File: config.mk
export PLATFORM = sky130hd
export DESIGN_NAME = reg_op_sequencer
export DESIGN_NICKNAME = d
export VERILOG_FILES = /design/src/rtl/cpu_ctrl_pkg.sv /design/src/rtl/reg_sel_decoder.sv /design/src/rtl/reg_op_sequencer.sv
export SDC_FILE = /design/constraint.sdc
export NUM_CORES = 1
export LEC_CHECK = 0
export BUFFER_PORTS_ARGS = -buffer_cell sky130_fd_sc_hd__buf_2
export CAP_MARGIN = 15
export CORE_MARGIN = 4
export CORE_UTILIZATION = 42
export CTS_CLUSTER_SIZE = 10
export DETAILED_ROUTE_END_ITERATION = 12
export GPL_ROUTABILITY_DRIVEN = 0
export PLACE_DENSITY = 0.95
export SETUP_SLACK_MARGIN = 0.4
export SLEW_MARGIN = 20
export SYNTH_ARGS = -nofsm -noshare
export SYNTH_HDL_FRONTEND = slang
export SYNTH_SLANG_ARGS = --single-unit
File: constraint.sdc
create_clock -name Clock -period 5.65 [get_ports Clock]
set_input_delay 1.13 -clock Clock [delete_from_list [all_inputs] [get_ports Clock]]
set_output_delay 1.13 -clock Clock [all_outputs]
set_load 0.02 [all_outputs]
File: src/rtl/cpu_ctrl_pkg.sv
// Shared control definitions for the CPU: opcodes, ALU operation codes and
// sequencer state encodings. The DataPath ALU imports the same ALU codes.
package cpu_ctrl_pkg;

  localparam logic [4:0] OPC_ADD = 5'b00011;
  localparam logic [4:0] OPC_SUB = 5'b00100;
  localparam logic [4:0] OPC_AND = 5'b00101;
  localparam logic [4:0] OPC_OR  = 5'b00110;
  localparam logic [4:0] OPC_SHR = 5'b00111;
  localparam logic [4:0] OPC_SHL = 5'b01000;
  localparam logic [4:0] OPC_NOT = 5'b01101;
  localparam logic [4:0] OPC_NEG = 5'b01110;
  localparam logic [4:0] OPC_MUL = 5'b01111;
  localparam logic [4:0] OPC_DIV = 5'b10000;

  localparam logic [3:0] ALU_ADD = 4'b0000;
  localparam logic [3:0] ALU_SUB = 4'b0001;
  localparam logic [3:0] ALU_AND = 4'b0010;
  localparam logic [3:0] ALU_OR  = 4'b0011;
  localparam logic [3:0] ALU_SHR = 4'b0100;
  localparam logic [3:0] ALU_SHL = 4'b0101;
  localparam logic [3:0] ALU_NEG = 4'b0110;
  localparam logic [3:0] ALU_NOT = 4'b0111;
  localparam logic [3:0] ALU_MUL = 4'b1000;
  localparam logic [3:0] ALU_DIV = 4'b1001;

  typedef enum logic [3:0] {
    ST_IDLE, ST_T0, ST_T1, ST_T1W, ST_T2, ST_T3, ST_T4, ST_T5, ST_T6, ST_HALT
  } ctrl_state_t;

  function automatic logic opcode_legal(input logic [4:0] opcode);
    case (opcode)
      OPC_ADD, OPC_SUB, OPC_AND, OPC_OR, OPC_SHR, OPC_SHL,
      OPC_NOT, OPC_NEG, OPC_MUL, OPC_DIV: opcode_legal = 1'b1;
      default:                            opcode_legal = 1'b0;
    endcase
  endfunction

  function automatic logic [3:0] alu_code(input logic [4:0] opcode);
    case (opcode)
      OPC_ADD: alu_code = ALU_ADD;
      OPC_SUB: alu_code = ALU_SUB;
      OPC_AND: alu_code = ALU_AND;
      OPC_OR:  alu_code = ALU_OR;
      OPC_SHR: alu_code = ALU_SHR;
      OPC_SHL: alu_code = ALU_SHL;
      OPC_NEG: alu_code = ALU_NEG;
      OPC_NOT: alu_code = ALU_NOT;
      OPC_MUL: alu_code = ALU_MUL;
      OPC_DIV: alu_code = ALU_DIV;
      default: alu_code = 4'b0000;
    endcase
  endfunction

  // Unary ops take their single operand from Rb; long ops write a HI/LO pair
  function automatic logic is_unary(input logic [4:0] opcode);
    is_unary = (opcode == OPC_NEG) || (opcode == OPC_NOT);
  endfunction

  function automatic logic is_long(input logic [4:0] opcode);
    is_long = (opcode == OPC_MUL) || (opcode == OPC_DIV);
  endfunction

endpackage

File: src/rtl/reg_sel_decoder.sv
// Turns a 4-bit register field plus an enable into a one-hot select for R0..R15.
module reg_sel_decoder (
  input  logic [3:0]  sel,
  input  logic        en,
  output logic [15:0] onehot
);

  assign onehot = en ? (16'h0001 << sel) : 16'h0000;

endmodule

File: src/rtl/reg_op_sequencer.sv
// Moore control sequencer for register-register instructions: fetch, decode,
// execute and write-back strobes decoded from the current state and IR fields.
module reg_op_sequencer
  import cpu_ctrl_pkg::*;
(
  input  logic        Clock,
  input  logic        clear,
  input  logic        start,
  input  logic        mem_rdy,
  input  logic [31:0] IR,
  output logic        PCout,
  output logic        Zlowout,
  output logic        Zhighout,
  output logic        MDRout,
  output logic        MARin,
  output logic        PCin,
  output logic        MDRin,
  output logic        IRin,
  output logic        Yin,
  output logic        HIin,
  output logic        LOin,
  output logic        Zin_low,
  output logic        Zin_high,
  output logic        IncPC,
  output logic        Read,
  output logic [15:0] Rout,
  output logic [15:0] Rin,
  output logic [3:0]  operation,
  output logic        busy,
  output logic        done,
  output logic        err
);

  ctrl_state_t state;

  logic [4:0] opcode;
  logic [3:0] ra, rb, rc;
  logic       unused_ir;
  logic [3:0] rout_sel, rin_sel;
  logic       rout_en, rin_en;

  assign opcode    = IR[31:27];
  assign ra        = IR[26:23];
  assign rb        = IR[22:19];
  assign rc        = IR[18:15];
  assign unused_ir = ^IR[14:0];

  always_ff @(posedge Clock or posedge clear) begin
    if (clear) begin
      state <= ST_IDLE;
    end else begin
      case (state)
        ST_IDLE: state <= start ? ST_T0 : ST_IDLE;
        ST_T0:   state <= ST_T1;
        ST_T1:   state <= mem_rdy ? ST_T2 : ST_T1W;
        ST_T1W:  state <= mem_rdy ? ST_T2 : ST_T1W;
        ST_T2:   state <= ST_T3;
        ST_T3:   state <= opcode_legal(opcode) ? ST_T4 : ST_HALT;
        ST_T4:   state <= ST_T5;
        ST_T5:   state <= is_long(opcode) ? ST_T6 : ST_IDLE;
        ST_T6:   state <= ST_IDLE;
        ST_HALT: state <= ST_HALT;
        default: state <= ST_IDLE;
      endcase
    end
  end

  // IR fields only reach the outputs from T3 onward, after IRin has loaded it
  always_comb begin
    PCout     = 1'b0;
    Zlowout   = 1'b0;
    Zhighout  = 1'b0;
    MDRout    = 1'b0;
    MARin     = 1'b0;
    PCin      = 1'b0;
    MDRin     = 1'b0;
    IRin      = 1'b0;
    Yin       = 1'b0;
    HIin      = 1'b0;
    LOin      = 1'b0;
    Zin_low   = 1'b0;
    Zin_high  = 1'b0;
    IncPC     = 1'b0;
    Read      = 1'b0;
    operation = 4'b0000;
    busy      = 1'b0;
    done      = 1'b0;
    err       = 1'b0;
    rout_en   = 1'b0;
    rout_sel  = rb;
    rin_en    = 1'b0;
    rin_sel   = ra;
    case (state)
      ST_IDLE: ;
      ST_T0: begin
        busy    = 1'b1;
        PCout   = 1'b1;
        MARin   = 1'b1;
        IncPC   = 1'b1;
        Zin_low = 1'b1;
      end
      ST_T1: begin
        busy    = 1'b1;
        Zlowout = 1'b1;
        PCin    = 1'b1;
        Read    = 1'b1;
        MDRin   = 1'b1;
      end
      ST_T1W: begin
        busy  = 1'b1;
        Read  = 1'b1;
        MDRin = 1'b1;
      end
      ST_T2: begin
        busy   = 1'b1;
        MDRout = 1'b1;
        IRin   = 1'b1;
      end
      ST_T3: begin
        busy = 1'b1;
        if (opcode_legal(opcode)) begin
          rout_en = 1'b1;
          Yin     = 1'b1;
        end
      end
      ST_T4: begin
        busy      = 1'b1;
        operation = alu_code(opcode);
        Zin_low   = 1'b1;
        Zin_high  = 1'b1;
        rout_en   = 1'b1;
        rout_sel  = is_unary(opcode) ? rb : rc;
      end
      ST_T5: begin
        busy    = 1'b1;
        Zlowout = 1'b1;
        if (is_long(opcode)) begin
          LOin = 1'b1;
        end else begin
          rin_en = 1'b1;
          done   = 1'b1;
        end
      end
      ST_T6: begin
        busy     = 1'b1;
        Zhighout = 1'b1;
        HIin     = 1'b1;
        done     = 1'b1;
      end
      ST_HALT: err = 1'b1;
      default: ;
    endcase
  end

  reg_sel_decoder u_rout_dec (
    .sel    (rout_sel),
    .en     (rout_en),
    .onehot (Rout)
  );

  reg_sel_decoder u_rin_dec (
    .sel    (rin_sel),
    .en     (rin_en),
    .onehot (Rin)
  );

endmodule

* Yosys cells after proc, flatten, opt, wreduce, memory -nomap -nowiden *
Memory sizes are Yosys's and may differ from the RTL's.
Index checks and enable logic that the tools add are counted.

operators by class
  equality and inequality tests = 13
  shifts and indexed selects = 2
  mux-type cells = 30
  reduce and logical (&&, ||, !) cells = 7

operators by type and width
  kind                                              count
  2-to-1 mux 16 bit                                 2
  one-hot mux 4 bit (8 select lines)                1
  << shifter 1 x 4 -> 16 bit, first input constant  2
  2-to-1 mux 4 bit                                  5
  2-to-1 mux 1 bit                                  19
  == test 4 x 3 -> 1 bit, second input constant     4
  == test 5 x 4 -> 1 bit, second input constant     3
  == test 4 x 2 -> 1 bit, second input constant     2
  == test 4 bit, second input constant              2
  OR reduction 8 bit                                1
  OR reduction 2 bit                                3
  == test 5 bit, second input constant              1
  == test 4 x 1 -> 1 bit, second input constant     1
  logical NOT 4 bit                                 1
  one-hot mux 1 bit (2 select lines)                2
  2-to-1 mux 3 bit                                  1
  logical OR 1 bit                                  2

storage, ports and cells
  register bits = 4
  memory bits (read-only) = 192
  input port bits = 36
  output and inout bits = 54
  word-level logic and storage cells = 56
  memories kept = 3

memory list
  memory            depth  width  read ports  clocked after memory_dff  wr ports  line                source
  (name not given)  32     4      1           0                         0         cpu_ctrl_pkg.sv:40  case (opcode)
  (name not given)  32     1      1           0                         0         cpu_ctrl_pkg.sv:32  case (opcode)
  (name not given)  32     1      1           0                         0         cpu_ctrl_pkg.sv:32

* Longest topological paths before layout *
Gate-level depths: netlist of run 1.

  word-level depth = 6
  depth in mapped cells = 7
  mapped depth without buffers = 7

* Cells and area by module *
Synthesis of run 1 repeated with hierarchy kept, for this count alone.

unflattened totals
  cell total of the unflattened synthesis = 137
  area, all modules = 1011.0 um^2

by module, submodules not included
  module            instances  cells each  area an instance (um^2)  seq. area each (um^2)
  reg_op_sequencer  1          91          770.7                    100.1
  reg_sel_decoder   2          23          120.1                    0.0

* Worst setup path after synthesis of run 1 *
Ideal clock, no wire load.

  kind = input to output
  start point = input port IR[27]
  end point = output port Rout[0]
  arrival time = 2561 ps
  required time = 4520 ps
  setup slack = 1959 ps
  stages = 7
  cell sequence = inv_1 ha_1 ha_1 a21oi_1 a21bo_2 nand3_1 a21oi_1

on the way
  word-level cells in the longest chain between the ends = 6
  elaborated cells between the ends (all ways) = 11

ends and longest elaborated chain
  what                                                                              line                    source
  from (decl)                                                                       reg_op_sequencer.sv:10  input logic [31:0] IR,
  parallel branches: the longest is 5 deep, another holds memory read (32 x 1 bit)  -
  2-to-1 mux 16 bit (*)                                                             reg_sel_decoder.sv:8    assign onehot = en ? (16'h0001 << sel) : 16'h0000;
  to (decl)                                                                         reg_op_sequencer.sv:26  output logic [15:0] Rout,

Every way passes the cells marked *. The select of a mux whose other input is x is not followed.

* Final worst setup path of run 1 *
  start point = input port IR[27]
  end point = output port Rout[14]

The elaborated chain is that of the path after synthesis.

==> flow_summary_export.csv, run 1 <==
group,metric,value,unit
outcome,status,"finished, final reports clean",
power_and_ir_drop,p_seq_frac,0.201,
synth,ys_seq_elements,4,
layout,reg_top3,"state (4)",
grt,grt_antenna_before_repair,0,
timing,rsz0062_at_grt,"no",
min_path,min_path_cells,1,
setup_path,worstPathMaxFanout,8,
floorplan,io_pins,90,
layout,layout.nets,263,
setup_path,reg2regPathDepth,4,
synth,synth_edf_count,0,
synth,synthesis.nets,196,
setup_path,cp_cell_sequence,"buf_2, inv_1, ha_1, ha_1, a21oi_1, a21bo_2, nand3_1, a21oi_1, buf_2",
layout,ff_latch_area,100,um2
setup_path,crit_type,"input port to primary output",
timing,min_period,4010,ps
placed_design,numPortBuffers,74,
drt,vias,1391,
synth,yosysSeqAreaShare,0.0908,
power_and_ir_drop,p_total,0.000386,W
setup_path,worstSetupStartpointType,"input port",
power_and_ir_drop,p_sw,0.000216,W
setup_path,slowest_delay,280,ps
power_and_ir_drop,pwr-share-comb,0.703,
synth,synth_most_common_cell,"a21oi_1",
synth,ys_types,38,
cts,post-cts-setup-buffers,0,
timing,maxSlewViolCount,0,
synth,synth_top_flop_cell,"dfrtp_1",
cts,cts.sinks,4,
cts,cts_max_level,1,
drt,dr.pass1.iters,4,
power_and_ir_drop,p_leak,0.797,nW
power_and_ir_drop,irDropWorstVdd,0.000243,V
floorplan,coreArea,0.00250,mm2
floorplan,row_count,18,
min_path,hold_class,"flop to flop",
setup_path,critical_path_arrival,2880,ps
power_and_ir_drop,p_int,0.000171,W
layout,fill_cells,262,
timing,finClkSkew,0.913,ps
setup_path,required,4520,ps
timing,setup_viol,0,
cts,clock_latency,240,ps
floorplan,die_width,59.2,um
power_and_ir_drop,pwr-share-clk,0.096,
grt,grt_pass1_wl,5380,um
synth,synth_async_sr_flop_share,1.00,
run,drv_cap,0,
drt,drt_wl_total,3290,um
drt,drt_iter0_markers,83,
timing,hold_viol,0,
layout,syn_to_final_growth,31.4,%
power_and_ir_drop,power.density,267,mW/mm2
cts,clockBufferDepth,2,
grt,grt_pass1_vias,1214,
power_and_ir_drop,p_sw_frac,0.558,
floorplan,start_util,0.441,
grt,grt-ovfl-total,0,
drt,drtAntennaViolNets,0,
layout,drive_gt1_frac,0.423,
cts,root_buffer,"clkbuf_4",
grt,grt_usage,0.185,
synth,syn_avg_cell_area,7.11,um2
drt,drc_errors,0,
synth,netlist_instances,155,
synth,synth_top_area_share,0.0999,
drt,drt-wirelength-per-cell,13.2,um
timing,max_freq,0.249,GHz
cts,cts_tree,"yes",
placed_design,dp_hpwl,2680,um
cts,cts_hold_buf,0,
timing,max_slew_margin,0.703,
layout,largest_reg_flops,4,
floorplan,chipHeight,59.2,um
synth,synth_commonest_cells,"22 x a21oi_1, 19 x nor2_1, 12 x nor3_1, 10 x inv_1",
layout,antenna_cells,0,
synth,synthTopCellsByArea,"a21oi_1 10%, dfrtp_1 9.1%, nor2_1 6.5%",
timing,fin_tns_setup,0,ps
cts,cts_resized,0,
synth,syn_area,0.00110,mm2
timing,finalCritPeriodShare,0.711,
grt,grt_max_degree,14,
floorplan,die_area,0.00351,mm2
synth,synth_top_cell_by_area,"a21oi_1",
drt,via_per_inst,5.56,
layout,top_register,"state",
cts,cts_buffers,3,
setup_path,cp-end-kind,"primary output",
timing,worst_pin_slew,439,ps
synth,yosysWarnings,0,
layout,multi_input_area,881,um2
setup_path,critPathSlowestCell,"ha_1",
cts,path_clk_slew,40,ps
==> final cells by class <==
| type | instances | area share |
|---|---|---|
| clock buffers | 3 | 0.0155 |
| well taps | 30 | 0.0259 |
| multi-input cells | 129 | 0.608 |
| flip-flops and latches | 4 | 0.0691 |
| inverters | 10 | 0.0259 |
| repair buffers | 74 | 0.256 |
==> worst max-delay path, delay by kind of cell <==
kind / cells / cell delay, ps
buf+inv: 3 / 350
simple gates: 1 / 260
compound gates: 3 / 630
fa+ha+maj: 2 / 500
==> path summary, 6_finish.rpt <==
path / startpoint / to / slack [ps]
max: IR[27] / Rout[14] / 1640
min: state[3]$_DFF_PP0_ / state[2]$_DFF_PP0_ / 650
max reg2reg: state[0]$_DFF_PP0_ / state[1]$_DFF_PP0_ / 4010
min reg2reg: state[3]$_DFF_PP0_ / state[2]$_DFF_PP0_ / 650
max in group asynchronous: clear / state[2]$_DFF_PP0_ / 4740
min in group asynchronous: clear / state[3]$_DFF_PP0_ / 760
==> power groups by stage <==
stage / Sequential, W / Combinational [W] / Clock, W
final: 0.0000778 / 0.000272 / 0.0000370
after global routing: 0.0000809 / 0.000295 / 0.0000375
after CTS: 0.0000770 / 0.000273 / 0.0000372
after detailed placement: 0.0000773 / 0.000273 / 0
after global placement: 0.0000751 / 0.000266 / 0
after floorplan: 0.0000437 / 0.000255 / 0
==> layout by cell type (no fill, tap or decap), drive strengths merged <==
| cell type | n |
|---|---|
| buf | 74 |
| a21oi | 22 |
| nor2 | 19 |
| nor3 | 13 |
| inv | 10 |
| nand3b | 8 |
| nand2b | 6 |
| nand3 | 6 |
| nor3b | 6 |
| o21ai | 6 |
| mux2i | 5 |
| nand2 | 5 |
| ha | 5 |
| mux2 | 4 |
| dfrtp | 4 |
| or2 | 3 |
| clkbuf | 3 |
| a2bb2oi | 2 |
| a31oi | 2 |
| and3 | 2 |
| a211oi | 2 |
| nand4bb | 1 |
| or3 | 1 |
| a21bo | 1 |
| and2 | 1 |
| or2b | 1 |
| a211o | 1 |
| o22a | 1 |
| nand4b | 1 |
| nor2b | 1 |
| nor4bb | 1 |
| a311oi | 1 |
| or3b | 1 |
| xnor2 | 1 |
==> kinds of logic after synthesis <==
logic type / synth area share
AND/OR/NAND/NOR: 0.420
flip-flops: 0.0908
adder cells (fa/ha/maj): 0.0568
multiplexers: 0.0863
buffers and inverters: 0.110
AO/OA/AOI/OAI: 0.228
XOR/XNOR: 0.00795
==> through the flow <==
step / util / worst slack (ps) / hold WS [ps] / instances / instance area (um2)
final: 0.580 / 1640 / 647 / 250 / 1450
after global routing: 0.580 / 1450 / 660 / 250 / 1450
after CTS: 0.580 / 1650 / 635 / 250 / 1450
after detailed placement: 0.571 / 1670 / 631 / 247 / 1430
after global placement: 0.571 / 1720 / 621 / 247 / 1430
after floorplan: - / 1960 / 522 / 155 / 1100
==> metal layers <==
layer	GRT usage	vias to the layer above	share of wire
met5	0	-	0
met3	0.0174	3	0.078
li1	-	684	-
met2	0.332	59	0.52
met4	0.0194	0	0.0033
met1	0.246	645	0.40
Note: power is estimated with default switching activity, not from simulation.
==> run 2: changes to the inputs <==
- CORE_UTILIZATION: 42 -> 36
- PLACE_DENSITY: 0.95 -> 0.9
- clock period: 5.65 -> 3.6 ns (I/O delays scaled with it)
==> run 2 against run 1 <==
Die area grew 14%. Flip-flop and latch count unchanged. First-iteration DRC count fell by 63%. Largest cell class unchanged. Highest routed layer unchanged.
==> flow_summary_export.csv, run 2 (synthesized netlist as in run 1, its figures left out) <==
group,metric,value,unit
drt,drt-wirelength-per-cell,13.0,um
setup_path,worstPathMaxFanout,5,
run,drv_cap,0,
layout,drive_gt1_frac,0.439,
min_path,hold_class,"input port to asynchronous set/reset pin",
setup_path,required,2880,ps
setup_path,cp_cell_sequence,"buf_2, inv_1, ha_1, nor4bb_1, a311oi_2, or3b_4, nor3_2, buf_4",
timing,worst_pin_slew,481,ps
setup_path,cp-end-kind,"primary output",
layout,antenna_cells,0,
timing,setup_viol,0,
timing,maxSlewViolCount,0,
layout,syn_to_final_growth,35.1,%
timing,finalCritPeriodShare,0.864,
grt,grt_antenna_before_repair,0,
layout,final_util,0.526,
layout,largest_reg_flops,4,
power_and_ir_drop,p_sw_frac,0.559,
power_and_ir_drop,power.density,412,mW/mm2
cts,clock_latency,240,ps
cts,path_clk_slew,40,ps
drt,dr.pass1.iters,4,
cts,cts_max_level,1,
grt,grt_pass1_wl,5400,um
layout,final_cell_mix,"73 x buf_2, 21 x a21oi_1, 19 x nor2_1",
power_and_ir_drop,pwr-share-comb,0.710,
timing,max_slew_margin,0.678,
cts,cts_buffers,3,
floorplan,die_area,0.00401,mm2
drt,drt_iter0_markers,31,
placed_design,dp_hpwl,2630,um
floorplan,io_pins,90,
floorplan,start_util,0.390,
power_and_ir_drop,p_leak,0.803,nW
drt,drtAntennaViolNets,0,
power_and_ir_drop,p_int,0.000271,W
floorplan,coreArea,0.00283,mm2
grt,grt_usage,0.158,
cts,clockBufferDepth,2,
setup_path,cp_top_family,"simple AND/OR/NAND/NOR gates",
placed_design,numPortBuffers,74,
cts,cts_hold_buf,0,
layout,finalInstanceArea,0.00149,mm2
timing,finClkSkew,1.28,ps
grt,grt_max_degree,14,
setup_path,critical_path_arrival,2390,ps
power_and_ir_drop,p_sw,0.000342,W
layout,fill_cells,265,
drt,drc_errors,0,
grt,grt-ovfl-total,0,
power_and_ir_drop,irDropWorstVdd,0.000237,V
outcome,status,"finished, final reports clean",
layout,reg_top3,"state (4)",
timing,hold_viol,0,
timing,max_freq,0.321,GHz
timing,fin_tns_setup,0,ps
placed_design,placed_cell_area,0.00143,mm2
grt,grt_pass1_vias,1271,
floorplan,die_width,63.3,um
setup_path,crit_type,"input port to primary output",
layout,final_common_cell,"buf_2",
power_and_ir_drop,p_seq_frac,0.198,
layout,layout.nets,264,
drt,drt_wl_total,3280,um
power_and_ir_drop,pwr-share-clk,0.091,
layout,top_register,"state",
cts,root_buffer,"clkbuf_4",
cts,cts.sinks,4,
setup_path,critPathSlowestCell,"or3b_4",
cts,cts_tree,"yes",
setup_path,crit_buf_inv,3,
timing,min_period,3110,ps
drt,via_per_inst,5.37,
timing,rsz0062_at_grt,"yes",
floorplan,chipHeight,63.3,um
setup_path,slowest_delay,460,ps
drt,vias,1352,
floorplan,row_count,19,
setup_path,worstSetupStartpointType,"input port",
## run 2: worst paths after layout
check                                    from                 end  slack, ps  depth (start not counted)
max                                    IR[27]              Rin[0]        490                          8
min                                     clear  state[3]$_DFF_PP0_        350                          2
max reg2reg                state[0]$_DFF_PP0_  state[1]$_DFF_PP0_       1960                          4
min reg2reg                state[3]$_DFF_PP0_  state[2]$_DFF_PP0_        640                          1
max in group asynchronous               clear  state[1]$_DFF_PP0_       3110                          2
min in group Clock         state[3]$_DFF_PP0_  state[2]$_DFF_PP0_        640                          1
## run 2: power by group through the flow
stage	Sequential [W]	Combinational [W]	Clock [W]
3_5_place_dp	0.000121	0.000427	0
2_1_floorplan	0.0000686	0.000400	0
6_report	0.000122	0.000435	0.0000560
5_1_grt	0.000127	0.000471	0.0000641
4_1_cts	0.000120	0.000429	0.0000578
3_3_place_gp	0.000119	0.000421	0
## run 2: timing repair
action	in CTS	in global routing
hold endpoints to repair	0	0
setup endpoints to repair	0	18
buffers inserted	0	1
gates resized for setup	0	6
## run 2: stage by stage
stage	cells	power, W	hold slack, ps	setup WS (ps)
floorplan	155	0.000468	486	729
global placement	248	0.000540	597	472
detailed placement	248	0.000548	601	448
CTS	251	0.000606	351	436
global route	252	0.000662	350	373
finish	252	0.000613	351	489
## run 2: layout make-up
| class | instances | area, um2 | area share |
|---|---|---|---|
| tap | 31 | 38.8 | 0.0261 |
| inverter | 10 | 37.5 | 0.0252 |
| sequential | 4 | 100 | 0.0672 |
| clock buffer | 3 | 22.5 | 0.0151 |
| multi-input combinational | 129 | 910 | 0.611 |
| timing repair buffer | 75 | 380 | 0.255 |
## run 2: per-layer routing
| metal | vias to the layer above | wire length [um] | GRT usage |
|---|---|---|---|
| met5 | - | 0 | 0 |
| met4 | 0 | 61 | 0.0647 |
| met3 | 6 | 211 | 0.0178 |
| met2 | 58 | 1640 | 0.286 |
| met1 | 602 | 1380 | 0.188 |
| li1 | 686 | - | - |
